**src/rtl/div_config_arbiter.sv**
```systemverilog
// Round-robin arbiter that owns the load protocol of a shared frequency divider.
// Optional build macro DIV_SKIP_SAME_EN: a request equal to CUR_DIV is acknowledged without reloading.
//
// state   | meaning
// IDLE    | DIV_ENABLE follows RUN; arbitrate pending requests
// DISABLE | divider stopped so it clears its counter
// LOAD    | DIV_CONFIG pulse with the latched divisor
// SETTLE  | divider held stopped for SETTLE_CYCLES cycles
// RESUME  | ACK to the winner; divider restarted if RUN
module div_config_arbiter #(
    parameter int NUM_REQ       = 4,
    parameter int WIDTH         = 32,
    parameter int SETTLE_CYCLES = 2
) (
    input  logic                       CLK,
    input  logic                       RESET_N,
    input  logic                       RUN,
    input  logic [NUM_REQ-1:0]         REQ,
    input  logic [NUM_REQ*WIDTH-1:0]   REQ_DIV,
    output logic [NUM_REQ-1:0]         ACK,
    output logic [NUM_REQ-1:0]         ACK_ERR,
    output logic                       DIV_ENABLE,
    output logic                       DIV_CONFIG,
    output logic [WIDTH-1:0]           DIV_DIN_n,
    output logic [WIDTH-1:0]           CUR_DIV,
    output logic                       BUSY
);

    localparam int PW = $clog2(NUM_REQ);
    localparam int CW = (SETTLE_CYCLES > 1) ? $clog2(SETTLE_CYCLES) : 1;
    localparam logic [CW-1:0] CNT_INIT = (SETTLE_CYCLES > 0) ? CW'(SETTLE_CYCLES - 1) : '0;

    localparam logic [2:0] ST_IDLE    = 3'd0;
    localparam logic [2:0] ST_DISABLE = 3'd1;
    localparam logic [2:0] ST_LOAD    = 3'd2;
    localparam logic [2:0] ST_SETTLE  = 3'd3;
    localparam logic [2:0] ST_RESUME  = 3'd4;

    logic [2:0]         state_q, state_d;
    logic [CW-1:0]      cnt_q, cnt_d;
    logic [PW-1:0]      ptr_q, ptr_d;
    logic [PW-1:0]      idx_q, idx_d;
    logic [WIDTH-1:0]   val_q, val_d;
    logic [NUM_REQ-1:0] ack_d, err_d;
    logic               en_d, cfg_d, busy_d;
    logic [WIDTH-1:0]   din_d, cur_d;

    logic [WIDTH-1:0]   div_slot [NUM_REQ];
    logic               grant_found;
    logic [PW-1:0]      grant_idx;
    logic [PW-1:0]      ptr_after;
    logic [WIDTH-1:0]   grant_val;

    function automatic logic [PW-1:0] rr_index(input logic [PW-1:0] base, input int k);
        int s;
        s = int'(base) + k;
        if (s >= NUM_REQ) s = s - NUM_REQ;
        return PW'(s);
    endfunction

    always_comb begin
        for (int i = 0; i < NUM_REQ; i++) begin
            div_slot[i] = REQ_DIV[i*WIDTH +: WIDTH];
        end
    end

    // Walk downward so the set bit closest above the pointer is the last one written.
    always_comb begin
        grant_found = 1'b0;
        grant_idx   = '0;
        for (int k = NUM_REQ - 1; k >= 0; k--) begin
            if (REQ[rr_index(ptr_q, k)]) begin
                grant_found = 1'b1;
                grant_idx   = rr_index(ptr_q, k);
            end
        end
        ptr_after = rr_index(grant_idx, 1);
        grant_val = div_slot[grant_idx];
    end

    always_comb begin
        state_d = state_q;
        cnt_d   = cnt_q;
        ptr_d   = ptr_q;
        idx_d   = idx_q;
        val_d   = val_q;
        ack_d   = '0;
        err_d   = '0;
        en_d    = 1'b0;
        cfg_d   = 1'b0;
        din_d   = '0;
        cur_d   = CUR_DIV;
        case (state_q)
            ST_IDLE: begin
                en_d = RUN;
                if (grant_found) begin
                    idx_d = grant_idx;
                    val_d = grant_val;
                    ptr_d = ptr_after;
                    if (grant_val == '0) begin
                        err_d[grant_idx] = 1'b1;
`ifdef DIV_SKIP_SAME_EN
                    end else if (grant_val == CUR_DIV) begin
                        state_d          = ST_RESUME;
                        ack_d[grant_idx] = 1'b1;
`endif
                    end else begin
                        state_d = ST_DISABLE;
                        en_d    = 1'b0;
                    end
                end
            end
            ST_DISABLE: begin
                state_d = ST_LOAD;
                cfg_d   = 1'b1;
                din_d   = val_q;
            end
            ST_LOAD: begin
                cur_d = val_q;
                if (SETTLE_CYCLES == 0) begin
                    state_d      = ST_RESUME;
                    ack_d[idx_q] = 1'b1;
                    en_d         = RUN;
                end else begin
                    state_d = ST_SETTLE;
                    cnt_d   = CNT_INIT;
                end
            end
            ST_SETTLE: begin
                if (cnt_q == '0) begin
                    state_d      = ST_RESUME;
                    ack_d[idx_q] = 1'b1;
                    en_d         = RUN;
                end else begin
                    cnt_d = cnt_q - 1'b1;
                end
            end
            ST_RESUME: begin
                state_d = ST_IDLE;
                en_d    = RUN;
            end
            default: begin
                state_d = ST_IDLE;
            end
        endcase
        busy_d = (state_d != ST_IDLE);
    end

    always_ff @(posedge CLK or negedge RESET_N) begin
        if (!RESET_N) begin
            state_q    <= ST_IDLE;
            cnt_q      <= '0;
            ptr_q      <= '0;
            idx_q      <= '0;
            val_q      <= '0;
            ACK        <= '0;
            ACK_ERR    <= '0;
            DIV_ENABLE <= 1'b0;
            DIV_CONFIG <= 1'b0;
            DIV_DIN_n  <= '0;
            CUR_DIV    <= WIDTH'(1);
            BUSY       <= 1'b0;
        end else begin
            state_q    <= state_d;
            cnt_q      <= cnt_d;
            ptr_q      <= ptr_d;
            idx_q      <= idx_d;
            val_q      <= val_d;
            ACK        <= ack_d;
            ACK_ERR    <= err_d;
            DIV_ENABLE <= en_d;
            DIV_CONFIG <= cfg_d;
            DIV_DIN_n  <= din_d;
            CUR_DIV    <= cur_d;
            BUSY       <= busy_d;
        end
    end

endmodule

```
**config.mk**
```make
export PLATFORM = sky130hd
export DESIGN_NAME = div_config_arbiter
export DESIGN_NICKNAME = d
export VERILOG_FILES = /design/src/rtl/div_config_arbiter.sv
export SDC_FILE = /design/constraint.sdc
export NUM_CORES = 1
export LEC_CHECK = 0
export CAP_MARGIN = 30
export CORE_MARGIN = 3
export CORE_UTILIZATION = 44
export DETAILED_ROUTE_END_ITERATION = 10
export PLACE_DENSITY = 0.92
export SYNTH_ARGS = -nofsm -noshare
export SYNTH_HDL_FRONTEND = slang
export SYNTH_SLANG_ARGS = --single-unit
```
**constraint.sdc**
```tcl
create_clock -name CLK -period 2.8 [get_ports CLK]
set_input_delay 0.42 -clock CLK [delete_from_list [all_inputs] [get_ports CLK]]
set_output_delay 0.42 -clock CLK [all_outputs]
set_load 0.005 [all_outputs]
```
* After elaboration in Yosys (flattened, before gate mapping) *
Cells that the tools add are included.

cells by class
  div/mod/pow operators = 0
  multipliers = 0
  $lt $le $gt $ge = 14
  muxes and demuxes = 45
  $add $sub $neg = 10
  reductions and logical operators = 7
  bitwise logic cells = 1
  shifts and indexed selects = 0
  equality and inequality tests = 4

operators by type and width
  operator                                                            number
  two-way mux 32 bit                                                  3
  binary-select mux 32 bit (select 2 bit)                             1
  logical NOT 32 bit                                                  1
  two-way mux 4 bit                                                   5
  less-than comparator 2 x 3 -> 1 bit (second input constant)         6
  two-way mux 2 bit                                                   9
  greater-or-equal comparator 3 bit (second input constant)           5
  two-way mux 1 bit                                                   15
  one-hot mux 3 bit (4 select lines)                                  1
  subtractor 2 x 1 -> 2 bit (second input constant)                   5
  two-way mux 3 bit                                                   3
  binary-select mux 1 bit (select 2 bit)                              4
  adder 2 x 1 -> 3 bit (second input constant)                        2
  adder 2 x 2 -> 3 bit (second input constant)                        2
  equality test 3 x 2 -> 1 bit (second input constant)                2
  demux 1 bit (select 2 bit)                                          2
  greater-or-equal comparator 2 x 1 -> 1 bit (second input constant)  2
  equality test 3 x 1 -> 1 bit (second input constant)                1
  equality test 3 bit (second input constant)                         1
  greater-or-equal comparator 2 x 3 -> 1 bit (second input constant)  1
  logical NOT 3 bit                                                   1
  NOT 2 -> 3 bit                                                      1
  one-hot mux 1 bit (3 select lines)                                  1
  nonzero test 3 bit                                                  1
  other kinds (5)                                                     6

storage, ports and cells
  output and inout port bits = 75
  latch bits = 0
  memory bits (writable) = 0
  memories = 0
  logic and storage cells = 93
  register bits after elaboration = 115
  ROM bits = 0
  bits of input ports = 135

* Longest topological paths before layout *
Gate-level depths: netlist (run 1).

  word-level depth = 18
  gate-level depth with buffers = 11
  gate-level depth less buffers = 9

* Least setup slack after synthesis (run 1) *
Ideal clock, no wire load.

  path type = input -> register
  start = input REQ[1]
  end = register state_q[0]
  slack = 0.384 ns
  setup time = 0.125 ns
  cell stages on the path = 11
  required time = 2.675 ns
  path buffers = 2
  data arrival time = 2.291 ns
  cells stage by stage = nand2b_1 -> o221ai_2 -> and2_1 -> inv_2 -> buf_6 -> buf_2 -> a211oi_1 -> o22ai_1 -> nor4_2 -> nand4_2 -> o2bb2ai_1

on the way
  longest elaborated chain between the ends = 14
  elaborated cells between the ends (all ways) = 24
  classes of those cells = 22 x mux; 1 x bitwise; 1 x reduce/logical

RTL lines
  what                                                        line  text
  from (decl)                                                 18    input logic [NUM_REQ-1:0] REQ,
  binary-select mux 1 bit (select 2 bit)                      72    if (REQ[rr_index(ptr_q, k)]) begin
  two-way mux 1 bit (implied by the code)                     72
  two-way mux 2 bit (3 in series)                             72
  two-way mux 2 bit (*)                                       72
  net grant_idx[1]                                            50    logic [PW-1:0] grant_idx;
  NOT 2 -> 3 bit (implied by the code) (*)                    78    grant_val = div_slot[grant_idx];
  binary-select mux 32 bit (select 2 bit) (*)                 78
  two-way mux 32 bit (implied by the code) (*) (2 in series)  78
  logical NOT 32 bit (*)                                      100   if (grant_val == '0) begin
  two-way mux 3 bit (*)                                       100
  two-way mux 3 bit (*)                                       96    if (grant_found) begin
  one-hot mux 3 bit (4 select lines) (*)                      93    case (state_q)
  net state_d[0]                                              39    logic [2:0] state_q, state_d;
  to (signal assigned)                                        164   state_q <= state_d;
  to (decl)                                                   39

Mark *: on every way through the listed nets, which the timed path passes. The rest lies on a longest branch. The select of a mux whose other input is x is not followed.
A chain may end at the register's enable or synchronous reset.

* Worst setup path after layout (run 1) *
  start = input REQ[1]
  end = register DIV_ENABLE

on the way
  longest elaborated chain between the ends = 14
  elaborated cells between the ends (all ways) = 24
  classes of those cells = 22 x mux; 1 x bitwise; 1 x reduce/logical

RTL lines
  what                                                        line  text
  binary-select mux 1 bit (select 2 bit)                      72
  two-way mux 1 bit (implied by the code)                     72
  two-way mux 2 bit (3 in series)                             72
  two-way mux 2 bit (*)                                       72
  net grant_idx[1]                                            50
  NOT 2 -> 3 bit (implied by the code) (*)                    78
  binary-select mux 32 bit (select 2 bit) (*)                 78
  two-way mux 32 bit (implied by the code) (*) (2 in series)  78
  logical NOT 32 bit (*)                                      100
  two-way mux 1 bit (*)                                       100
  two-way mux 1 bit (*)                                       96
  one-hot mux 1 bit (3 select lines) (*)                      93
  net en_d                                                    45    logic en_d, cfg_d, busy_d;
  to (signal assigned)                                        171   DIV_ENABLE <= en_d;
  to (decl)                                                   22    output logic DIV_ENABLE,

Marks and branches as above.

==> results.py, run 1 <==
metrics = {
    "logic_synthesis": {
        "synthDominantCellAreaShare": 0.532,
        "syn_inst": 491,
        "synth_most_common_cell": "dfrtp_1",
        "synthDistinctLibCells": 30,
        "yosys_warnings": 0,
        "synth_nets": 630,
        "synth_flop_cell": "dfrtp_1",
        "synth_edf_count": 0,
        "synthTopCellsByArea": "dfrtp_1 (53%), a211oi_1 (9.1%), and3_1 (7.6%)",
        "synth_area_per_cell_um2": 10.9,
        "synth_area_mm2": 0.00537,
        "yosys-top-cells-count": "dfrtp_1 (114), a211oi_1 (65), and3_1 (65)",
        "async_reset_ff_frac": 1.00,
        "synth_area_leader_cell": "dfrtp_1",
        "ys_ff_latch": 115,
        "yosysSeqAreaShare": 0.537,
    },
    "setup_path": {
        "slowest_delay_ps": 450,
        "path_depth": 12,
        "cp.arrival_ps": 3090,
        "critPathCaptureType": "flip-flop",
        "path_class": "in2reg",
        "cpMaxStageDelayCell": "clkdlybuf4s50_1",
        "startpoint_type": "primary input",
        "worst-path-buf-inv": 4,
        "path_cells": "clkdlybuf4s50_1 -> nand2b_4 -> o221ai_4 -> and2_4 -> inv_2 -> buf_12 -> a211oi_1 -> o22ai_1 -> nor4_2 -> nand4_2 -> buf_6 -> a31oi_4",
        "crit_family": "simple AND/OR/NAND/NOR gates",
        "ff2ff_path_depth": 11,
        "required_ps": 3130,
        "cp_max_fo": 22,
    },
    "place": {
        "pre_cts_ws_ps": -681,
        "portBuffers": 209,
        "gp_congestion": 0.953,
        "dpl.hpwl_mm": 13.5,
    },
    "clock_tree": {
        "clock-sinks": 115,
        "cts_buffer_depth": 2,
        "tritoncts": "built",
        "cts-root-buf": "clkbuf_16",
        "cts.clk_slew.worst_paths_ps": 60,
        "cts_max_level": 4,
        "clk_latency_ps": 410,
        "cts_made_buffers": 17,
        "cts_hold_buf": 0,
    },
    "detailed_routing": {
        "drc_errors": 0,
        "post_drt_wl_per_cell_um": 21.7,
        "first_iter_violations": 507,
        "final_antenna_net_count": 0,
        "avgViaCountPerCell": 5.78,
        "routed_wirelength_mm": 19.9,
        "first_pass_iters": 5,
        "vias": 5283,
    },
    "sta": {
        "post-route-period-util": 0.985,
        "setup_viol": 0,
        "whs_ps": 95.4,
        "finalHoldViolations": 0,
        "setup_slack_ps": 41.2,
        "fmax_ghz": 0.362,
        "slew_headroom": 0.594,
        "fin_tns_setup_ps": 0,
        "slew_viol_final": 0,
        "worst_pin_slew_ps": 610,
        "fin_crit_ps": 2760,
        "skew_ps": 8.57,
    },
    "floorplanning": {
        "rows": 39,
        "io_pins": 210,
        "die_y_um": 116,
        "core-area_mm2": 0.0117,
        "fp.dieW_um": 116,
        "start_util": 0.460,
        "dieArea_mm2": 0.0136,
    },
    "pwr": {
        "vdd_drop_max_v": 0.000573,
        "p_per_area_mw_per_mm2": 1080,
        "p_leak_nw": 4.05,
    },
    "final_layout": {
        "diodes": 0,
        "final_nets": 897,
        "multi_input_area_mm2": 0.00256,
        "regArea_mm2": 0.00288,
        "synthToLayoutAreaGrowth_pct": 69.1,
        "fillers": 668,
        "final_layout_size_suffix_gt1_frac": 0.261,
    },
    "global_routing": {
        "grt-ovfl-total": 0,
        "track_usage": 0.287,
        "grt_pass1_wl_mm": 29.1,
        "grt_pass1_vias": 5389,
        "grt_max_degree": 116,
        "antenna_found_initial": 0,
    },
    "hold_path": {
        "hold_path.class": "in2async",
    },
    "run_status": {
        "status": "completed",
    },
    "run": {
        "drv_cap": 0,
    },
}
[cell usage in the layout, fill, tap and decap left out, drive strengths merged, types with 10 or more instances in the layout]
cell type,n
dfrtp,114
clkdlybuf4s50,206
clkbuf,25
o22ai,17
and2,35
buf,78
nand2,41
inv,10
mux2,33
and3,65
a211oi,66
o31ai,32
[metal layers]
layer | track usage | up-vias | wire [µm] | part of all wire
met1 | 0.366 | 2575 | 7830 | 0.39
met5 | 0 | - | 0 | 0
li1 | - | 2344 | - | -
met3 | 0.0777 | 61 | 1780 | 0.089
met4 | 0.111 | 0 | 693 | 0.035
met2 | 0.468 | 303 | 9580 | 0.48
[layout make-up]
cell class | count | share of cell area
Clock inverter | 9 | 0.0145
Inverter | 10 | 0.00414
Clock buffer | 23 | 0.0516
Multi-Input combinational cell | 326 | 0.282
Sequential cell | 115 | 0.318
Timing Repair Buffer | 288 | 0.310
Tap cell | 143 | 0.0197
[timing repair]
item,in CTS,in global routing
pin swaps,4,8
setup endpoints to repair,7,7
cloned,0,2
buffers inserted,1,4
gates resized for setup,23,33
[metrics by stage]
stage / cells / utilization / total power, mW / cell area, µm²
after floorplan: 491 / - / 4.80 / 5370
after global placement: 875 / 0.696 / 6.89 / 8110
after detailed placement: 875 / 0.696 / 7.14 / 8110
after CTS: 908 / 0.758 / 9.49 / 8840
after global routing: 914 / 0.778 / 10.3 / 9070
final: 914 / 0.778 / 9.80 / 9070
[flip-flops by register name, summed over array words and instances, names as in the netlist]
name,cells
CUR_DIV,32
DIV_DIN_n,32
val_q,32
ACK,4
ACK_ERR,4
state_q,3
idx_q,2
ptr_q,2
BUSY,1
DIV_CONFIG,1
DIV_ENABLE,1
cnt_q,1
[report_power, final]
group          internal (mW)  switching, mW  total (mW)  leakage [nW]
Sequential              2.37          0.486        2.85          1.46
Clock                   1.44          0.755        2.20         0.283
Combinational           2.53           2.21        4.74          2.31
Total                   6.34           3.45        9.80          4.05
[worst reg2reg max path: cells and delay by family (launching register included)]
family	cells	cell delay, ps
AO/OA/AOI/OAI	4	900
AND/OR/NAND/NOR	4	900
buffers and inverters	3	430
flip-flops	1	430
[worst paths after layout]
| kind | from | endpoint | slack [ps] |
|---|---|---|---|
| max | REQ[1] | DIV_ENABLE$_DFF_PN0_ | 40 |
| max in group asynchronous | RESET_N | ptr_q[0]$_DFFE_PN0P_ | 2220 |
| min reg2reg | cnt_q$_DFFE_PN0P_ | cnt_q$_DFFE_PN0P_ | 500 |
| min | RESET_N | DIV_DIN_n[4]$_DFF_PN0_ | 100 |
| min in group CLK | cnt_q$_DFFE_PN0P_ | cnt_q$_DFFE_PN0P_ | 500 |
| max reg2reg | ptr_q[1]$_DFFE_PN0P_ | DIV_ENABLE$_DFF_PN0_ | 50 |
[cells by family (layout without fill, tap and decap cells)]
family | after synthesis | count (layout) | synth area share
muxes | 33 | 33 | 0.0693
adders and majority gates | 4 | 4 | 0.00933
DFF | 115 | 115 | 0.537
AOI/OAI and AO/OA | 126 | 126 | 0.174
and+or+nand+nor | 163 | 163 | 0.173
buffers and inverters | 50 | 330 | 0.0373
(Power assumes the default switching activity.)
==> run 2, diff against run 1 <==
Settings changed: CTS_CLUSTER_SIZE from default to 16.
==> results of run 2 <==
No change in the layout: final DEF, timing and power equal those of run 1.
